$ cat src/rtl/mem_burst_req_gen.sv
// Burst request generator for the stream-to-memory adapter.
//
// Accepts one burst command (base address, beats-1, read/write). It emits one word request per
// beat on a valid/ready stream, with addresses incrementing by BeatBytes. Write bursts pair each
// beat with one word from the write-data stream. Response handshakes are counted, and done_o
// pulses once after the last response of the burst has been consumed.
//
// Ports:
//   clk_i, rst_i          clock, synchronous active-high reset
//   cmd_*                 burst command (addr, len = beats-1, write) with valid/ready
//   wdata_*               write-data stream (consumed only on request handshake)
//   req_*                 outgoing word requests (addr, we, wdata) with valid/ready
//   rsp_hs_i              one downstream response handshake this cycle
//   busy_o                burst in progress
//   done_o                one-cycle pulse after the final response
module mem_burst_req_gen #(
  parameter int unsigned AddrWidth = 32,
  parameter int unsigned DataWidth = 32,
  parameter int unsigned LenWidth  = 8,
  parameter int unsigned BeatBytes = DataWidth / 8
) (
  input  logic                 clk_i,
  input  logic                 rst_i,
  input  logic [AddrWidth-1:0] cmd_addr_i,
  input  logic [LenWidth-1:0]  cmd_len_i,
  input  logic                 cmd_write_i,
  input  logic                 cmd_valid_i,
  output logic                 cmd_ready_o,
  input  logic [DataWidth-1:0] wdata_i,
  input  logic                 wdata_valid_i,
  output logic                 wdata_ready_o,
  output logic [AddrWidth-1:0] req_addr_o,
  output logic                 req_we_o,
  output logic [DataWidth-1:0] req_wdata_o,
  output logic                 req_valid_o,
  input  logic                 req_ready_i,
  input  logic                 rsp_hs_i,
  output logic                 busy_o,
  output logic                 done_o
);

  localparam int unsigned BeatShift = $clog2(BeatBytes);
  // One extra bit so a full 2^LenWidth-beat burst is countable.
  localparam int unsigned CntWidth  = LenWidth + 1;

  typedef enum logic [1:0] {StIdle, StIssue, StDrain} state_e;

  state_e               state_q, state_d;
  logic [AddrWidth-1:0] base_q, base_d;
  logic [LenWidth-1:0]  len_q, len_d;
  logic                 write_q, write_d;
  logic [CntWidth-1:0]  iss_q, iss_d;
  logic [CntWidth-1:0]  rsp_q, rsp_d;
  logic                 done_q, done_d;

  logic [CntWidth-1:0]  rsp_next;
  logic [CntWidth-1:0]  beats;
  logic                 all_rsp;
  logic [AddrWidth-1:0] offset;
  logic                 req_hs;

  // Responses may land in the same cycle as their request, so completion includes rsp_hs_i.
  assign rsp_next = rsp_q + CntWidth'(rsp_hs_i);
  assign beats    = CntWidth'(len_q) + CntWidth'(1);
  assign all_rsp  = (rsp_next == beats);
  // Address arithmetic wraps silently at the top of the address space.
  assign offset   = AddrWidth'(iss_q) << BeatShift;
  assign done_o   = done_q;

  always_comb begin
    state_d       = state_q;
    base_d        = base_q;
    len_d         = len_q;
    write_d       = write_q;
    iss_d         = iss_q;
    rsp_d         = rsp_q;
    done_d        = 1'b0;
    cmd_ready_o   = 1'b0;
    req_valid_o   = 1'b0;
    req_addr_o    = '0;
    req_we_o      = 1'b0;
    req_wdata_o   = '0;
    wdata_ready_o = 1'b0;
    busy_o        = 1'b0;
    req_hs        = 1'b0;

    unique case (state_q)
      StIdle: begin
        cmd_ready_o = 1'b1;
        if (cmd_valid_i) begin
          base_d  = cmd_addr_i;
          len_d   = cmd_len_i;
          write_d = cmd_write_i;
          iss_d   = '0;
          rsp_d   = '0;
          state_d = StIssue;
        end
      end

      StIssue: begin
        busy_o     = 1'b1;
        req_addr_o = base_q + offset;
        req_we_o   = write_q;
        if (write_q) begin
          // Ready towards the data source follows the sink only, never wdata_valid_i, so data
          // moves exactly on the request handshake without a valid->ready loop.
          req_valid_o   = wdata_valid_i;
          wdata_ready_o = req_ready_i;
          req_wdata_o   = wdata_i;
        end else begin
          req_valid_o = 1'b1;
        end
        req_hs = req_valid_o & req_ready_i;
        rsp_d  = rsp_next;
        if (req_hs) begin
          iss_d = iss_q + CntWidth'(1);
          if (iss_q == CntWidth'(len_q)) begin
            if (all_rsp) begin
              state_d = StIdle;
              done_d  = 1'b1;
            end else begin
              state_d = StDrain;
            end
          end
        end
      end

      StDrain: begin
        busy_o = 1'b1;
        rsp_d  = rsp_next;
        if (all_rsp) begin
          state_d = StIdle;
          done_d  = 1'b1;
        end
      end

      default: state_d = StIdle;
    endcase
  end

  always_ff @(posedge clk_i) begin
    if (rst_i) begin
      state_q <= StIdle;
      base_q  <= '0;
      len_q   <= '0;
      write_q <= 1'b0;
      iss_q   <= '0;
      rsp_q   <= '0;
      done_q  <= 1'b0;
    end else begin
      state_q <= state_d;
      base_q  <= base_d;
      len_q   <= len_d;
      write_q <= write_d;
      iss_q   <= iss_d;
      rsp_q   <= rsp_d;
      done_q  <= done_d;
    end
  end

  // Protocol checks: no responses while idle, never more responses than issued requests.
  always_ff @(posedge clk_i) begin
    if (!rst_i) begin
      assert (!(state_q == StIdle && rsp_hs_i))
        else $error("mem_burst_req_gen: rsp_hs_i while idle");
      assert (state_q == StIdle || rsp_next <= iss_q + CntWidth'(req_hs))
        else $error("mem_burst_req_gen: response count exceeds issued count");
    end
  end

endmodule

$ cat config.mk
export PLATFORM = sky130hd
export DESIGN_NAME = mem_burst_req_gen
export DESIGN_NICKNAME = d
export VERILOG_FILES = /design/src/rtl/mem_burst_req_gen.sv
export SDC_FILE = /design/constraint.sdc
export NUM_CORES = 1
export LEC_CHECK = 0
export ABC_AREA = 1
export CORE_MARGIN = 5
export CORE_UTILIZATION = 42
export CTS_CLUSTER_SIZE = 25
export DETAILED_ROUTE_END_ITERATION = 6
export PLACE_DENSITY = 0.79
export SLEW_MARGIN = 10
export SYNTH_ARGS = -nofsm -noshare
export SYNTH_HDL_FRONTEND = slang
export SYNTH_SLANG_ARGS = --single-unit
$ cat constraint.sdc
create_clock -name clk_i -period 2.57 [get_ports clk_i]
set_input_delay 0.6425 -clock clk_i [delete_from_list [all_inputs] [get_ports clk_i]]
set_output_delay 0.6425 -clock clk_i [all_outputs]
set_load 0.01 [all_outputs]
==> run summary <==
routed wirelength normalized by instance count -> 14.7 µm
final-report setup violation count -> 26
overall track demand over capacity in global routing -> 0.227
number of ports placed on the die boundary -> 149
Tot Pwr -> 4.53 mW
largest stage delay on the critical path -> 0.35 ns
initial antenna violation count -> 0
leading cell types by total area after synthesis -> sky130_fd_sc_hd__dfxtp_1 (29%), sky130_fd_sc_hd__nor2_1 (12%), sky130_fd_sc_hd__nand2_1 (11%)
WP data required -> 1.93 ns
maximum net fanout on the critical path -> 4
class of the worst hold path -> reg2reg
violated checks -> setup timing
Final HPWL DP -> 10600 µm
final standard cell utilization of the core -> 0.704
placer's final routability congestion estimate -> 0.903
setup repair after global routing missed its margin -> yes
number of levels in the clock H-tree -> 3
beginning of the worst hold path -> rsp_q[0]
share of the yosys chip area belonging to registers -> 0.288
area of the core region -> 10200 µm²
number of nets in the synthesized netlist -> 809
diode insertion count for antenna repair -> 0
share of the synthesized area in the top cell type -> 0.288
Worst Slack Setup Final -> -0.547 ns
flip-flop cell with the highest count after synthesis -> sky130_fd_sc_hd__dfxtp_1
cell at the slowest stage of the critical path -> sky130_fd_sc_hd__dfxtp_2
leading cell types by count after synthesis -> sky130_fd_sc_hd__nor2_1 (142), sky130_fd_sc_hd__nand2_1 (126), sky130_fd_sc_hd__inv_1 (99)
worst endpoint data arrival time -> 2.47 ns
Max-cap violations -> 0
class of the most critical setup path -> reg2out
detail-routed via count per cell -> 5.09
count of synthesis-stage warnings from yosys -> 0
largest buffer count on any clock path -> 2
pin slew with the least headroom to its limit -> 0.632 ns
post-synthesis to final-layout area growth -> 66.2%
via count of the first global-routing pass -> 5149
hold_ws -> 0.479 ns
buffer cell driving the clock tree root -> sky130_fd_sc_hd__clkbuf_8
most repeated cell in the gate-level netlist after synthesis -> sky130_fd_sc_hd__nor2_1
reported leakage power -> 3.61 nW
share of final-layout standard cells stronger than drive strength 1 -> 0.249
crit path launch -> iss_q[0]
async set-or-reset flop fraction in the synthesized netlist -> 0
Post-synth EDFFs -> 0
area leader, netlist -> sky130_fd_sc_hd__dfxtp_1
number of instances in the synthesized netlist -> 713
number of placed cells counting well taps -> 1037
die outline width -> 111 µm
worst-case headroom to the max-slew limit -> 0.576
final hold violation count -> 0
number of distinct library cells after synthesis -> 38
Critical Path Source Type -> flip-flop
antenna-violating nets left -> 0
total of buffers placed on input and output ports -> 148
startpoint of the worst-slack reg-to-reg timing path -> state_q[0]
final worst clock skew -> 0.0126 ns
number of nets in the final layout -> 1028
global-route congestion overflow total -> 0
largest net degree at the start of global routing -> 49
clock tree from TritonCTS -> yes
VDD IR-drop max -> 0.419 mV
worst skew pair latency -> 0.34 ns
detailed-route wire length -> 15800 µm
Starting DRT DRC Count -> 398
clock transition at the register clock pins on the worst setup and hold paths after CTS -> 0.07 ns
number of buffers added by the clock tree synthesis step -> 9
final-report max-slew violation count -> 0
fin crit period -> 3.12 ns
outcome -> complete, but fails checks
Critical Path Sink Type -> primary output
Design Area, Final -> 7170 µm²
number of standard cells in the layout, taps in and fillers out -> 1073
pwr dens -> 632 nW/µm²
summed instance area of the synthesized netlist -> 4310 µm²
synthesized area per cell -> 6.05 µm²
vias after detailed routing -> 5463
list of cells traversed by the critical path -> ha_4 -> inv_2 -> fa_2 -> nand3b_1 -> nand2_2 -> a21boi_4 -> o21ai_4 -> buf_4 -> nand3_4 -> buf_6 -> o21ai_2 -> a21oi_1 -> buf_2
Die Ht -> 111 µm
Detailed Routing Iterations Pass 1 -> 5
DRC violation count after routing -> 0
number of flip-flops and latches in the synthesized netlist -> 62
full die area -> 12400 µm²
maximum operating frequency -> 321 MHz
total of hold buffers inserted after clock tree synthesis -> 0
initial cell density of the core -> 0.423
Placement Cell Area -> 6390 µm²
post-route clock period utilization -> 1.21
global-route wire length before repair -> 23600 µm
floorplan row count -> 37
CTS sink cnt -> 62
==> routing by layer <==
metal  wire length, µm  up-vias  GRT usage
met1              6420     2417      0.273
met3              1410       46     0.0587
met4               531        0     0.0900
met5                 0        -          0
li1                  -     2726          -
met2              7420      274      0.388
==> state kept, by name (all words and copies together) (netlist names) <==
signal   cells
base_q      32
done_o       1
iss_q        9
len_q        8
rsp_q        9
state_q      2
write_q      1
==> placed cells by master, fill, tap and decap left out, types with 20 or more instances in the layout <==
master,Yosys,layout
sky130_fd_sc_hd__o21ai_0,66,51
sky130_fd_sc_hd__buf_4,1,66
sky130_fd_sc_hd__nor2_1,142,134
sky130_fd_sc_hd__nand3_1,25,20
sky130_fd_sc_hd__clkdlybuf4s50_1,0,86
sky130_fd_sc_hd__dlymetal6s2s_1,0,30
sky130_fd_sc_hd__nand2_1,126,117
sky130_fd_sc_hd__inv_1,99,96
sky130_fd_sc_hd__dfxtp_1,62,50
sky130_fd_sc_hd__a21oi_1,62,51
sky130_fd_sc_hd__buf_2,3,25
==> critical path, delay by kind of cell, from the launching register on <==
family	cells	cell delay, ns
fa+ha+maj	2	0.47
buf+inv	4	0.50
flops	1	0.35
compound gates	4	0.41
simple gates	3	0.39
==> stage by stage <==
| step | worst slack [ns] | TNS [ns] |
|---|---|---|
| floorplan | -0.0383 | -0.0383 |
| global placement | -0.514 | -8.84 |
| detailed placement | -0.538 | -9.39 |
| CTS | -0.490 | -6.44 |
| global route | -0.682 | -10.59 |
| finish | -0.547 | -7.66 |
==> where the power goes <==
group	internal (mW)	switching [mW]
Clock	0.451	0.409
Combinational	0.995	1.32
Sequential	1.16	0.196
==> repair_timing <==
action | in CTS | in global routing
cloned | 0 | 0
resized for setup | 176 | 92
setup buffers | 13 | 11
pin swaps | 27 | 27
endpoints found under the setup margin | 62 | 60
==> kinds of logic after synthesis <==
kind of cell,Yosys count,share of synthesized area
DFF,62,0.288
AOI/OAI and AO/OA,147,0.179
adders and majority gates,17,0.0511
and+or+nand+nor,349,0.346
xor gates and xnor gates,12,0.0244
buffers and inverters,126,0.111
==> cell type report <==
class / count / area (µm²)
clock inverters: 5 / 60.1
multi-input cells: 525 / 3050
flip-flops and latches: 62 / 1260
well taps: 136 / 170
fillers: 779 / 3020
clock buffers: 11 / 131
inverters: 104 / 390
repair buffers: 230 / 2110
==> worst paths after layout <==
| kind | to | slack, ns | cells after the start |
|---|---|---|---|
| setup / recovery | req_addr_o[24] | -0.55 | 13 |
| hold / removal | rsp_q[0] | 0.48 | 2 |
| setup reg to reg | iss_q[8] | 0.46 | 10 |
| hold reg to reg | rsp_q[0] | 0.48 | 2 |
Note: power is estimated with default switching activity, not from simulation.
